**src/rtl/delay_nu_sync.sv**
```systemverilog
// Per-channel request delay with a runtime-selectable tap, 1..MAX_U clock units.
// A new tap is accepted only while the channel is quiescent, so in-flight edges never reorder.
module delay_nu_sync #(
  parameter int unsigned CH    = 4,
  parameter int unsigned MAX_U = 16,
  parameter int unsigned DEF_U = 2,
  parameter int unsigned DW    = $clog2(MAX_U + 1)
) (
  input  logic               clk,
  input  logic               rst,
  input  logic [CH-1:0]      inR,
  input  logic [CH*DW-1:0]   dly_sel,
  input  logic               err_clr,
  output logic [CH-1:0]      outR,
  output logic [CH-1:0]      busy,
  output logic [CH-1:0]      cfg_err
);

  localparam int unsigned IW = $clog2(MAX_U);

  // Map a requested delay onto the legal range 1..MAX_U.
  function automatic logic [DW-1:0] clamp_sel(input logic [DW-1:0] v);
    if (v == '0) begin
      return DW'(1);
    end else if (32'(v) > MAX_U) begin
      return DW'(MAX_U);
    end else begin
      return v;
    end
  endfunction

  for (genvar c = 0; c < int'(CH); c++) begin : g_ch
    logic [MAX_U-1:0] sreg;
    logic [DW-1:0]    tap;
    logic [DW-1:0]    shadow;
    logic [DW-1:0]    field;
    logic [IW-1:0]    tap_idx;
    logic             idle;
    logic             err;

    assign field   = dly_sel[c*DW +: DW];
    // Quiescent when every stage already holds the level now on the input.
    assign idle    = (sreg == {MAX_U{inR[c]}});
    assign tap_idx = IW'(tap - DW'(1));

    assign busy[c]    = ~idle;
    assign outR[c]    = sreg[tap_idx];
    assign cfg_err[c] = err;

    always_ff @(posedge clk or negedge rst) begin
      if (!rst) begin
        sreg   <= '0;
        tap    <= DW'(DEF_U);
        shadow <= '0;
        err    <= 1'b0;
      end else begin
        sreg   <= {sreg[MAX_U-2:0], inR[c]};
        shadow <= field;
        if (idle) begin
          tap <= clamp_sel(field);
        end
        // Clear takes priority over a coincident set.
        if (err_clr) begin
          err <= 1'b0;
        end else if (!idle && (field != shadow)) begin
          err <= 1'b1;
        end
      end
    end
  end

endmodule

```
**config.mk**
```make
export PLATFORM = sky130hd
export DESIGN_NAME = delay_nu_sync
export DESIGN_NICKNAME = d
export VERILOG_FILES = /design/src/rtl/delay_nu_sync.sv
export SDC_FILE = /design/constraint.sdc
export NUM_CORES = 1
export LEC_CHECK = 0
export BUFFER_PORTS_ARGS = -buffer_cell sky130_fd_sc_hd__buf_2
export CORE_ASPECT_RATIO = 1.4
export CORE_UTILIZATION = 45
export DETAILED_ROUTE_END_ITERATION = 16
export PLACE_DENSITY = 0.64
export SYNTH_ARGS = -nofsm -noshare
export SYNTH_HDL_FRONTEND = slang
export SYNTH_SLANG_ARGS = --single-unit
export TNS_END_PERCENT = 20
```
**constraint.sdc**
```tcl
create_clock -name clk -period 3.1 [get_ports clk]
set_input_delay 0.31 -clock clk [delete_from_list [all_inputs] [get_ports clk]]
set_output_delay 0.31 -clock clk [all_outputs]
set_load 0.1 [all_outputs]
```
-- Word-level counts from Yosys, hierarchy flattened
Index checks and enable logic that the tools add are counted.
- order comparisons: 8
- $add $sub $neg: 4
- reductions and logical operators: 16
- bitwise logic cells: 4
- mux-type cells: 24
- eq/ne operators: 8
- operators with widths (cell ; count):
    == test 16 bit ; 4
    2-to-1 mux 4 bit ; 8
    > comparator 5 bit, second input constant ; 4
    logical NOT 5 bit ; 4
    less-than comparator 4 x 5 -> 1 bit, second input constant ; 4
    inequality test 5 bit ; 4
    binary-select mux 1 bit (select 4 bit) ; 4
    subtractor 4 x 1 -> 4 bit, second input constant ; 4
    2-to-1 mux 1 bit ; 12
    nonzero test 2 bit ; 4
    logical AND 1 bit ; 4
    logical NOT 1 bit ; 4
    NOT 1 bit ; 4
- bits in registers: 104
- word-level logic and storage cells: 80
- input port bits: 27
- output and inout port bits: 12

-- Depth between registers and ports, before layout
Gate-level depths: netlist of run 1.
- depth in word-level cells: 5
- gate-level depth with buffers: 5
- gate-level depth less buffers: 4

-- Worst setup path after synthesis of run 1
Ideal clock, no wire load.
- path kind: register to output
- from: register g_ch[3].tap[0]
- to: output outR[3]
- path slack: 0.540 ns
- arrival: 2.250 ns
- stages on the path, launching flop included: 6
- buffers on the path: 1
- data required time: 2.790 ns
- path through: dfrtp_1 clkbuf_1 inv_1 ha_1 mux4_2 mux4_2
- cells in the longest elaborated chain, start to end: 3
- ends and longest elaborated chain (item ; line ; source):
    start, declared ; 34 ; logic [DW-1:0] tap;
    start signal, assigned ; 53 ; tap <= DW'(DEF_U);
    start signal, assigned ; 60 ; tap <= clamp_sel(field);
    subtractor 4 x 1 -> 4 bit ; 44 ; assign tap_idx = IW'(tap - DW'(1));
    binary-select mux 1 bit (select 4 bit) ; 47 ; assign outR[c] = sreg[tap_idx];
    2-to-1 mux 1 bit (not written as such) ; 47 ;
    end, declared ; 14 ; output logic [CH-1:0] outR,
No other way between the ends. The select of a mux whose other input is x is not followed.

-- Worst setup path in the final report of run 1
Ends and elaborated chain as after synthesis.

==> results of run 1 <==
metrics by stage:
stage               area (µm²)  hold slack [ns]  setup WS, ns  utilization (%)  cells
floorplan                 4380           0.0144         0.540                -    288
global placement          4690            0.388         0.593             49.6    429
detailed placement        4690            0.402         0.501             49.6    429
CTS                       5010           0.0264         0.120             53.0    445
global route              5010           0.0509        0.0201             53.0    445
finish                    5010          0.00316         0.153             53.0    445
synth_stat cells (all sizes together):
| cell type | n |
|---|---|
| a21oi | 4 |
| buf | 4 |
| clkbuf | 4 |
| dfrtp | 100 |
| dfstp | 4 |
| ha | 4 |
| inv | 8 |
| mux2 | 8 |
| mux2i | 8 |
| mux4 | 20 |
| nand2 | 8 |
| nand2b | 4 |
| nand3 | 8 |
| nand4 | 8 |
| nor2 | 4 |
| nor2b | 8 |
| nor3 | 16 |
| nor4 | 12 |
| o21a | 4 |
| o21bai | 4 |
| o22ai | 4 |
| or3 | 8 |
| or4 | 8 |
| xor2 | 28 |
cell families (layout without fill, tap and decap cells):
kind of cell	Yosys count	count (layout)	synth area share, %
AOI/OAI and AO/OA	16	16	2.97
adders and majority gates	4	4	1.14
DFF	104	104	59.5
muxes	36	36	14.8
and+or+nand+nor	84	84	14.3
xor gates and xnor gates	28	28	5.59
buffers and inverters	16	63	1.71
registers in the layout, summed over array words and instances, names as in the netlist:
signal,flops
g_ch.shadow,20
g_ch.err,4
g_ch.sreg,64
g_ch.tap,16
worst min-delay path by stage:
stage	end	slack [ns]	cells past startpoint
2_1_floorplan	g_ch[0].err$_DFFE_PN0P_	0.01	0
3_3_place_gp	g_ch[3].sreg[10]$_DFF_PN0_	0.39	1
5_1_grt	g_ch[3].sreg[10]$_DFF_PN0_	0.05	1
3_5_place_dp	g_ch[3].sreg[15]$_DFF_PN0_	0.40	1
4_1_cts	g_ch[3].sreg[1]$_DFF_PN0_	0.03	1
6_report	g_ch[3].sreg[10]$_DFF_PN0_	0.003	1
power by group through the flow:
stage	Combinational (W)	Clock, W	Sequential [W]
finish	0.000471	0.00120	0.00152
global route	0.000506	0.00130	0.00153
detailed placement	0.000476	0	0.00155
CTS	0.000478	0.00125	0.00152
floorplan	0.000387	0	0.00151
global placement	0.000468	0	0.00154
final cells by class:
cell class	instances	area [µm²]	area share, %
clock buffers	11	243	4.84
clock inverters	5	80.1	1.60
inverters	8	30.0	0.599
multi-input cells	168	1700	33.9
repair buffers	39	213	4.24
flip-flops and latches	104	2610	52.0
well taps	110	138	2.75
metal layers:
layer / part of all wire [%] / wire length [µm]
met2: 50 / 3710
met3: 4.2 / 306
met5: 0 / 0
met4: 2.3 / 171
met1: 43 / 3190
==> metrics.txt, run 1 <==
Nets 361; Hold Path Class input pin to async pin; Tmin final approximately 2.9 ns; Worst-Margin Slew between 0.6 and 0.7 ns; fill count roughly 770; post-cts repair resize count 0; CTS Buffer Depth 2; Critical Path Start Type flop; post-synth cell types 25; root buf cell clkbuf_16; Ports 39; reg2reg setup slack 1.24 ns; final period utilization 95.1%; met2 Use GR a little over a quarter; status finished, final reports clean; global-route wire length before repair 13.1 mm; RSZ-0062 raised after global routing false; clk sinks 104; n_diodes 0; Worst Clk Skew about 0.0052 ns; yosys warns 0; vias in the first global route ~2,600; cell count along the critical path 5; NetSw 0.000846 W; Global Route met1 Usage 21.6%; Fin. Hold Viols 0; most numerous cell on the critical path mux4_2; CP top delay family multiplexers; DP HPWL roughly 5.3 mm; average wire per standard cell ~17 µm; Clk Latency, worst-skew pair 0.34 ns; critical path arrival between 2 and 3 ns; Syn Area/Cell ~15 µm²; buffer and inverter count on the worst path 2; crit path capture type output pin; Synth top area share between 50% and 60%; port bufs 38; cell count after synthesis between 200 and 300; most used routing layer met2; leading area contributor after synthesis dfrtp_1; row cnt between 40 and 50; slew margin rel. between 50% and 60%; Area Growth Syn to Fin 14.3%; Routed WL roughly 7.4 mm; largest net degree at the start of global routing 56; ordered list of cells on the worst path inv_1 -> ha_1 -> mux4_2 -> mux4_2 -> buf_2; pwr/cell area 637 mW/mm²; # setup viols final 0; die height 119 µm; Switching Fraction 26.5%; FMAX about 340 MHz; DRT iter0 DRCs between 100 and 150; most common cell after layout, fill and taps aside dfrtp_1; Post-CTS Hold Fix Bufs 0; worst-path fanout max 6; crit path kind flop to output pin; Starting Density 46.3%; met3 Track Usage GR 4.68%; Post-route DRC 0; drt pass-1 iters 4; Worst Setup EP outR[3]; LEAKAGE roughly 2.3 nW; max incr delay on CP around 0.52 ns; Setup Fix Bufs, Post-CTS 0; Worst Setup SP g_ch[3].tap[0]$_DFFE_PN0N_; Routability Congestion roughly 0.76; initial antenna violation count 1; Clk network pwr share 37.6%; worst vdd ir ~0.32 mV; CTS tree yes; CTS Buf Count 9; share of layout cells above drive strength 1 31.6%; mapped cell area about 0.0044 mm²; slowest cell on the critical path mux4_2; Synthesized Nets 319; Vias between 2,000 and 2,500; Critical Path RT roughly 2.8 ns; Final Max Tran Viols 0; Clock transition at path regs roughly 0.060 ns; final global-route overflow total 0; post-detailed-route via-to-cell ratio 5.49; most frequent cells in the layout dfrtp_1, buf_2, xor2_1, mux4_2, nor3_1; Worst R2R Start g_ch[0].sreg[10]$_DFF_PN0_; Sequential Power Share a little under half; Yosys reg bits approximately 100; maxcap violations 0; die area around 0.010 mm²; DRT antenna net count 0; worst reg2reg path endpoint g_ch[0].tap[2]$_DFFE_PN0N_; logic gate share of total power 14.8%; Core Box Area around 0.0095 mm²; Horiz. Die Dim approximately 85 µm; most area-consuming cells after synthesis dfrtp_1, mux4_2, xor2_1; cells on worst reg2reg path 4; setup TNS 0 ns; CTS H-tree lvls 3; post-synthesis sequential area ratio between 50% and 60%; global router's overall resource usage approximately 17%; Total Power 0.00319 W; Internal 0.00235 W
Power figures use the tool's default switching activity.
==> inputs of run 2 (changes only) <==
CORE_ASPECT_RATIO = not set   (was 1.4)
==> run 2 against run 1 <==
Compared with the run above: first-iteration DRC count down 27%; wire length down 3.9%; largest cell class unchanged; worst setup slack lost 0.0048 ns; sequential power is essentially flat; maximum frequency decreased by 0.16%.
==> metrics.txt, run 2 (synthesized netlist as in run 1, its figures left out) <==
status finished, final reports clean; row cnt 35; drt pass-1 iters 4; setup TNS 0 ns; Tmin final ~3 ns; global-route wire length before repair approximately 12 mm; clk sinks roughly 100; Post-Place Cells 448; slew margin rel. 46.2%; crit path capture type output pin; Worst-Margin Slew 0.807 ns; largest net degree at the start of global routing 66; Sequential Power Share about half; Clk network pwr share between 30 and 40%; # setup viols final 0; RSZ-0062 raised after global routing false; most common cell after layout, fill and taps aside dfrtp_1; Switching Fraction around a quarter; n_diodes 0; final global-route overflow total 0; CTS H-tree lvls 3; die area 0.0101 mm²; average wire per standard cell ~15 µm; DP HPWL approximately 5 mm; crit path kind flop to output pin; critical path arrival approximately 2.6 ns; Hold Path Class input pin to async pin; maxcap violations 0; FMAX around 340 MHz; Internal between 0.002 and 0.0025 W; NetSw approximately 0.00081 W; fill count between 700 and 800; final period utilization 95.2%; Final Max Tran Viols 0; global router's overall resource usage between 10% and 20%; Top Registers g_ch.sreg (64), g_ch.shadow (20), g_ch.tap (16); worst-path fanout max 6; Post-route DRC 0; die height slightly above 100 µm; Area Growth Syn to Fin 13.6%; vias in the first global route ~2,400; Clock transition at path regs about 0.1 ns; largest register by flop count g_ch.sreg; Critical Path Start Type flop; max FFs per register 64; CTS Buf Count 9; worst vdd ir approximately 0.31 mV; DRT iter0 DRCs between 90 and 100; post-detailed-route via-to-cell ratio ~5.2; Vias about 2,400; CTS tree yes; Nets approximately 360; Layout Cells excl Fill ~460; Routed WL approximately 7 mm; Post-CTS Hold Fix Bufs 0; Horiz. Die Dim about 100 µm; DRT antenna net count 0; Clk Latency, worst-skew pair ~0.37 ns; Ports 39; CTS Buffer Depth 2; post-cts repair resize count 0; port bufs 38; Starting Density a little under half; share of layout cells above drive strength 1 a little under a third; Core Box Area slightly above 0.009 mm²; Fin. Hold Viols 0; Setup Fix Bufs, Post-CTS 0; LEAKAGE between 2 and 2.5 nW; Worst Clk Skew between 0.007 and 0.008 ns; initial antenna violation count 0; Routability Congestion 0.731; logic gate share of total power roughly 15%; pwr/cell area 616 mW/mm²; Critical Path RT around 2.8 ns; most frequent cells in the layout dfrtp_1, buf_2, xor2_1, mux4_2, nor3_1; root buf cell clkbuf_8
run 2: path summary, 6_finish.rpt:
check / from / end / slack [ns] / cells after the start
worst min register to register: g_ch[0].sreg[5]$_DFF_PN0_ / g_ch[0].sreg[6]$_DFF_PN0_ / 0.43 / 0
min in group clk: dly_sel[0] / g_ch[0].shadow[0]$_DFF_PN0_ / 0.08 / 1
worst min-delay path: rst / g_ch[2].shadow[2]$_DFF_PN0_ / 0.03 / 1
worst max register to register: g_ch[2].sreg[10]$_DFF_PN0_ / g_ch[2].tap[2]$_DFFE_PN0N_ / 1.23 / 4
max in group asynchronous: rst / g_ch[1].tap[1]$_DFFE_PN1N_ / 2.32 / 2
worst max-delay path: g_ch[3].tap[0]$_DFFE_PN0N_ / outR[3] / 0.15 / 5
run 2: area by class of cell:
type | instances | area [µm²] | share of cell area (%)
Sequential cell | 104 | 2610 | 52.3
Clock inverter | 5 | 128 | 2.56
Multi-Input combinational cell | 168 | 1700 | 34.2
Inverter | 8 | 30.0 | 0.603
Timing Repair Buffer | 39 | 213 | 4.27
Tap cell | 129 | 161 | 3.24
Clock buffer | 11 | 141 | 2.84
run 2: worst max-delay path, stage by stage (launching register included):
cell     delay, ns
dfrtp_1       0.49
inv_1         0.11
ha_1          0.39
mux4_2        0.51
mux4_2        0.47
buf_2         0.31
run 2: power by group through the flow:
stage / sequential, W / clock, W / combinational [W]
6_report: 0.00152 / 0.00109 / 0.000467
5_1_grt: 0.00153 / 0.00117 / 0.000503
4_1_cts: 0.00152 / 0.00112 / 0.000475
3_5_place_dp: 0.00154 / 0 / 0.000475
3_3_place_gp: 0.00154 / 0 / 0.000469
2_1_floorplan: 0.00151 / 0 / 0.000387
run 2: routing by layer:
metal  global-route usage [%]  vias to the layer above  routed length [µm]  part of all wire, %
met1                     21.5                     1223                3320                   47
li1                         -                     1143                   -                    -
met4                     6.35                        0                 109                  1.5
met3                     5.13                       10                 302                  4.3
met2                     24.3                       47                3350                   47
met5                        0                        -                   0                    0
run 2: per-stage QoR:
stage          utilization (%)  setup WS [ns]  power, W  instance area, µm²  hold slack [ns]
6_report                  53.4          0.148   0.00307                4980           0.0315
4_1_cts                   53.4         0.0998   0.00311                4980           0.0471
2_1_floorplan                -          0.540   0.00190                4380           0.0144
3_3_place_gp              50.5          0.590   0.00201                4710            0.403
5_1_grt                   53.4         0.0305   0.00321                4980           0.0605
3_5_place_dp              50.5          0.528   0.00202                4710            0.405
